==> config.mk <==
export PLATFORM = sky130hd
export DESIGN_NAME = sap_1_controller_sequencer
export DESIGN_NICKNAME = d
export VERILOG_FILES = /design/src/rtl/sap_1_controller_sequencer.sv
export SDC_FILE = /design/constraint.sdc
export NUM_CORES = 1
export LEC_CHECK = 0
export ABC_AREA = 1
export BUFFER_PORTS_ARGS = -buffer_cell sky130_fd_sc_hd__clkbuf_2
export CAP_MARGIN = 20
export CORE_MARGIN = 2
export CORE_UTILIZATION = 39
export DETAILED_ROUTE_END_ITERATION = 10
export PLACE_DENSITY = 0.72
export REMOVE_ABC_BUFFERS = 1
export SYNTH_ARGS = -nofsm -noshare
export SYNTH_HDL_FRONTEND = slang
export SYNTH_SLANG_ARGS = --single-unit
==> constraint.sdc <==
create_clock -name CLK -period 0.93 [get_ports CLK]
set_input_delay 0.1395 -clock CLK [delete_from_list [all_inputs] [get_ports CLK]]
set_output_delay 0.1395 -clock CLK [all_outputs]
set_load 0.01 [all_outputs]
==> src/rtl/sap_1_controller_sequencer.sv <==
// SAP-1 timing and control: one-hot T-state ring plus combinational control-word
// decode from the current T-state and the instruction decoder lines.
module sap_1_controller_sequencer #(
  parameter int SKIP_NOP = 0
) (
  input  logic       CLK,
  input  logic       CLR_n,
  input  logic       LDA,
  input  logic       ADD,
  input  logic       SUB,
  input  logic       OUT,
  input  logic       HLT,
  output logic [5:0] T,
  output logic       HALTED,
  output logic       Cp,
  output logic       Ep,
  output logic       Lm_n,
  output logic       CE_n,
  output logic       Li_n,
  output logic       Ei_n,
  output logic       La_n,
  output logic       Ea,
  output logic       Su,
  output logic       Eu,
  output logic       Lb_n,
  output logic       Lo_n
);

  // One-hot encoding so T and HALTED come straight off flop outputs, glitch-free.
  localparam logic [7:0] S_IDLE = 8'b0000_0001;
  localparam logic [7:0] S_T1   = 8'b0000_0010;
  localparam logic [7:0] S_T2   = 8'b0000_0100;
  localparam logic [7:0] S_T3   = 8'b0000_1000;
  localparam logic [7:0] S_T4   = 8'b0001_0000;
  localparam logic [7:0] S_T5   = 8'b0010_0000;
  localparam logic [7:0] S_T6   = 8'b0100_0000;
  localparam logic [7:0] S_HALT = 8'b1000_0000;

  logic [7:0] state_q;
  logic [7:0] state_d;

  logic t1, t2, t3, t4, t5, t6;
  logic op_hlt, op_out, op_sub, op_add, op_lda, op_nop;
  logic op_mem, op_alu;

  // Priority resolution of illegal multi-hot decoder input: HLT > OUT > SUB > ADD > LDA.
  assign op_hlt = HLT;
  assign op_out = OUT & ~HLT;
  assign op_sub = SUB & ~OUT & ~HLT;
  assign op_add = ADD & ~SUB & ~OUT & ~HLT;
  assign op_lda = LDA & ~ADD & ~SUB & ~OUT & ~HLT;
  assign op_nop = ~(LDA | ADD | SUB | OUT | HLT);

  assign op_alu = op_add | op_sub;
  assign op_mem = op_lda | op_alu;

  always_comb begin
    state_d = S_IDLE;
    case (state_q)
      S_IDLE: state_d = S_T1;
      S_T1:   state_d = S_T2;
      S_T2:   state_d = S_T3;
      S_T3:   state_d = S_T4;
      S_T4: begin
        if (op_hlt)
          state_d = S_HALT;
        else if ((SKIP_NOP != 0) && (op_out | op_nop))
          state_d = S_T1;
        else
          state_d = S_T5;
      end
      S_T5: begin
        if ((SKIP_NOP != 0) && !op_alu)
          state_d = S_T1;
        else
          state_d = S_T6;
      end
      S_T6:   state_d = S_T1;
      S_HALT: state_d = S_HALT;
      default: state_d = S_IDLE;
    endcase
  end

  always_ff @(posedge CLK or negedge CLR_n) begin
    if (!CLR_n)
      state_q <= S_IDLE;
    else
      state_q <= state_d;
  end

  assign t1 = state_q[1];
  assign t2 = state_q[2];
  assign t3 = state_q[3];
  assign t4 = state_q[4];
  assign t5 = state_q[5];
  assign t6 = state_q[6];

  assign T      = state_q[6:1];
  assign HALTED = state_q[7];

  // Decoder lines only reach the control word through the T4-T6 terms.
  assign Ep   = t1;
  assign Cp   = t2;
  assign Lm_n = ~(t1 | (t4 & op_mem));
  assign CE_n = ~(t3 | (t5 & op_mem));
  assign Li_n = ~t3;
  assign Ei_n = ~(t4 & op_mem);
  assign La_n = ~((t5 & op_lda) | (t6 & op_alu));
  assign Ea   = t4 & op_out;
  assign Su   = (t4 | t5 | t6) & op_sub;
  assign Eu   = t6 & op_alu;
  assign Lb_n = ~(t5 & op_alu);
  assign Lo_n = ~(t4 & op_out);

endmodule

== Word level (Yosys, flattened, before mapping) ==
Cells that the tools add are included.

* Equality and inequality tests: 8
* Multiplexer cells: 2
* Bitwise gates (word level): 35
* Reduce and logical (&&, ||, !) cells: 1

{| class="wikitable"
|+ Operators with widths
! kind !! number
|-
| 8-bit case mux with 7 select lines || 1
|-
| 1-bit AND || 17
|-
| 1-bit inverter || 11
|-
| 8-bit by 1-bit equality test with 1-bit output, second input constant || 1
|-
| 8-bit by 2-bit equality test with 1-bit output, second input constant || 1
|-
| 8-bit by 3-bit equality test with 1-bit output, second input constant || 1
|-
| 8-bit by 4-bit equality test with 1-bit output, second input constant || 1
|-
| 8-bit by 5-bit equality test with 1-bit output, second input constant || 1
|-
| 8-bit by 6-bit equality test with 1-bit output, second input constant || 1
|-
| 8-bit by 7-bit equality test with 1-bit output, second input constant || 1
|-
| 8-bit equality test, second input constant || 1
|-
| 8-bit two-way mux || 1
|-
| 1-bit OR || 7
|-
| 2-bit OR reduction || 1
|}

* Register bits after elaboration: 8
* Input bits: 7
* Output and inout port bits: 19
* Logic and storage cells: 47

== Logic depth before layout (Yosys ltp) ==
* Depth after elaboration: 9
* Gate-level depth with buffers: 7

== Least setup slack after synthesis ==
Ideal clock, no wire load.

* Kind: register -> register
* Start: reg state_q[1]
* End: reg state_q[0]
* Library setup time: 0.074 ns
* Arrival: 0.989 ns
* Required time: 0.856 ns
* Path slack: -0.132 ns
* Cell stages (with the launch flop): 7
* Buffers on the path: 0
* Clock period less this slack: 1.062 ns
* Path through: dfrtp_1 > nor2_2 > nand2_4 > nor2_2 > nor2_1 > nand3_1 > nor2_1

* Longest elaborated chain between the ends: 3
* Elaborated cells on any way between the ends: 10

{| class="wikitable"
|+ Ends and longest elaborated chain
! item !! RTL line !! RTL
|-
| start, declared || 39 || <nowiki>logic [7:0] state_q;</nowiki>
|-
| start signal, assigned || 88 || <nowiki>state_q <= state_d;</nowiki>
|-
| 8-bit by 7-bit equality test with 1-bit output or 8-bit by 1-bit equality test with 1-bit output (tied branches) || 59 || <nowiki>case (state_q)</nowiki>
|-
| 2-bit OR reduction (no source line) || n/a ||
|-
| 8-bit case mux with 7 select lines (*) || 59 ||
|-
| via state_d[0] || 40 || <nowiki>logic [7:0] state_d;</nowiki>
|}

Mark *: on every way through the listed nets, which the timed path passes. The rest lies on a longest branch.

== Worst setup path in the final report ==
* Start: reg state_q[5]
* End: out Su

* Longest elaborated chain between the ends: 3

{| class="wikitable"
|+ Ends and longest elaborated chain
! item !! RTL line !! RTL
|-
| 1-bit OR (2 in a row) || 110 || <nowiki>assign Su = (t4 | t5 | t6) & op_sub;</nowiki>
|-
| 1-bit AND || 110 ||
|-
| end, declared || 23 || <nowiki>output logic Su,</nowiki>
|}

No other way between the ends.

==> results.toml <==
[cells_and_area]
final_util_pct = 76.5
mostFrequentLayoutCells = "buf_6 (19), nor2_1 (11), buf_4 (10)"
final_common_cell = "buf_6"
fin_cells = 134
area_delta_synth_final_pct = 83.8
largestRegisters = "state_q (8)"
diodes = 0
fin_nets = 127
drive_gt1_share_pct = 66.4
top_register = "state_q"
largest_reg_flops = 8

[power_and_ir_drop]
total_power_uw = 1890
ir_drop_mv = 1.49
p_leak_uw = 0.000500
cellPowerDensity_nw_per_um2 = 1900

[sta]
skew_ns = 0.0163
hold_viol = 0
worst_slack_ns = -0.332
min_period_ns = 1.26
setup_viol_count_final = 27
max_freq_ghz = 0.793
worstMarginPinSlew_ns = 0.243
drv_slew = 0
fin_crit_sh_pct = 136
rsz0062_at_grt = "yes"
maxSlewHeadroom_pct = 83.8

[clock_tree]
cts.clk_slew.worst_paths_ns = 0.07
cts_tree = "done"
cts_buffer_depth = 2
cts-root-buf = "clkbuf_4"
cts_made_buffers = 3
htree_levels = 1
clock_sinks = 8
clkLatencyLatePin_ns = 0.27

[run_status]
status = "complete, but fails checks"
violations = "negative setup slack"

[synth]
synth-simple-area-share_pct = 42.0
yosys_warnings = 0
syn_avg_cell_area_um2 = 7.04
ys_seq_elements = 8
synth.area.mux_share_pct = 0
synthAdderAreaFrac_pct = 0
synth_compound_area_share_pct = 3.46
synth_top_family_by_area = "simple AND/OR/NAND/NOR gates"
seq_area_frac_synth_pct = 37.2
synth_xor_area_share_pct = 0
synth_area_um2 = 542
synth_cells = 77
ys_types = 14

[setup_path]
critPathLaunchType = "flop"
critPathCaptureType = "primary output"
worstPathRequired_ns = 0.79
path_class = "flop to primary output"
critPathMaxFanout = 5
cp.arrival_ns = 1.12

[place]
io_buffer_count = 25
gp_congestion = 0.846
dpl.cell_count = 123
dp_hpwl_mm = 1.01

[drt]
vias_per_cell = 4.63
vias = 621
wire_per_inst_um = 12.0
postRouteAntennaNets = 0
first_pass_iters = 4
routed_wl_mm = 1.61
route.detailed.drc = 0
drtIter0Drc = 9

[floorplanning]
ios = 26
num_rows = 13
die_width_um = 41.3
design.core.area_um2 = 1300
initial_core_util_pct = 41.6
die_y_um = 41.3
die_area_um2 = 1700

[grt]
grt_pass1_wl_mm = 2.30
grt.overflow.total = 0
grtUsageTotal_pct = 21.1
antenna_found_initial = 0
grt_pass1_vias = 553
grt_max_degree = 9

[flow_run]
cap_violations = 0

[hold_path]
hp-class = "input port to flop"
==> cell type report <==
type	instances	area (um2)
Multi-Input combinational cell	50	327
Fill cell	84	305
Inverter	13	48.8
Timing Repair Buffer	44	369
Clock buffer	4	26.3
Tap cell	15	18.8
Sequential cell	8	206
==> what timing repair did <==
| item | CTS | global route |
|---|---|---|
| resized for setup | 26 | 35 |
| pin swaps | 10 | 3 |
| setup buffers | 5 | 1 |
| hold buffers | 1 | 0 |
| cloned | 0 | 0 |
| endpoints found under the hold margin | 8 | 0 |
| setup endpoints to repair | 27 | 27 |
==> per-layer routing <==
| metal | up-vias | part of all wire, % | global-route usage, % |
|---|---|---|---|
| met5 | - | 0 | 0 |
| met4 | 0 | 1.1 | 9.68 |
| met3 | 4 | 3.1 | 1.63 |
| met2 | 15 | 51 | 34.8 |
| met1 | 289 | 44 | 27.9 |
| li1 | 313 | - | - |
==> critical path: stages, from the launching register on <==
cell	delay, ns
dfrtp_2	0.46
nor3_4	0.21
nor2_1	0.06
clkbuf_2	0.12
==> synthesized netlist by cell type (all sizes together) <==
| library cell | n | area share [%] |
|---|---|---|
| nor2 | 25 | 21 |
| inv | 13 | 9.0 |
| nand2 | 12 | 11 |
| dfrtp | 7 | 32 |
| nand3 | 7 | 6.5 |
| buf | 6 | 8.3 |
| a21oi | 2 | 1.8 |
| nor3 | 2 | 1.8 |
| dfstp | 1 | 4.9 |
| nand4 | 1 | 1.2 |
| o21ai | 1 | 1.6 |
==> stage by stage <==
step	cell area (um2)	setup slack, ns	setup TNS, ns	hold slack, ns
floorplan	497	-0.173	-0.740	-0.156
global placement	731	-0.158	-1.13	-0.00211
detailed placement	731	-0.182	-1.43	-0.00170
CTS	895	-0.311	-5.06	0.129
global route	996	-0.356	-6.40	0.154
finish	996	-0.332	-5.52	0.134
==> logic make-up (layout without fill, tap and decap cells) <==
kind of cell | after synthesis | after routing
DFF | 8 | 8
and+or+nand+nor | 47 | 47
AOI/OAI and AO/OA | 3 | 3
buffers and inverters | 19 | 61
==> final timing paths <==
path	from	end	slack [ns]	cells after the start
worst max-delay path	state_q[5]	Su	-0.33	3
worst min-delay path	HLT	state_q[5]	0.13	3
worst max register to register	state_q[5]	state_q[0]	-0.27	7
worst min register to register	state_q[1]	state_q[3]	0.68	3
max in group asynchronous	CLR_n	state_q[0]	0.42	2
min in group asynchronous	CLR_n	state_q[5]	0.24	2
==> report_power, final <==
part	leakage, uW	internal (uW)	switching, uW	total [uW]
sequential	0.0000996	439	68.1	507
combinational	0.000386	529	545	1070
clock	0.0000150	165	144	309
total	0.000500	1130	757	1890
Note: power is estimated with default switching activity, not from simulation.
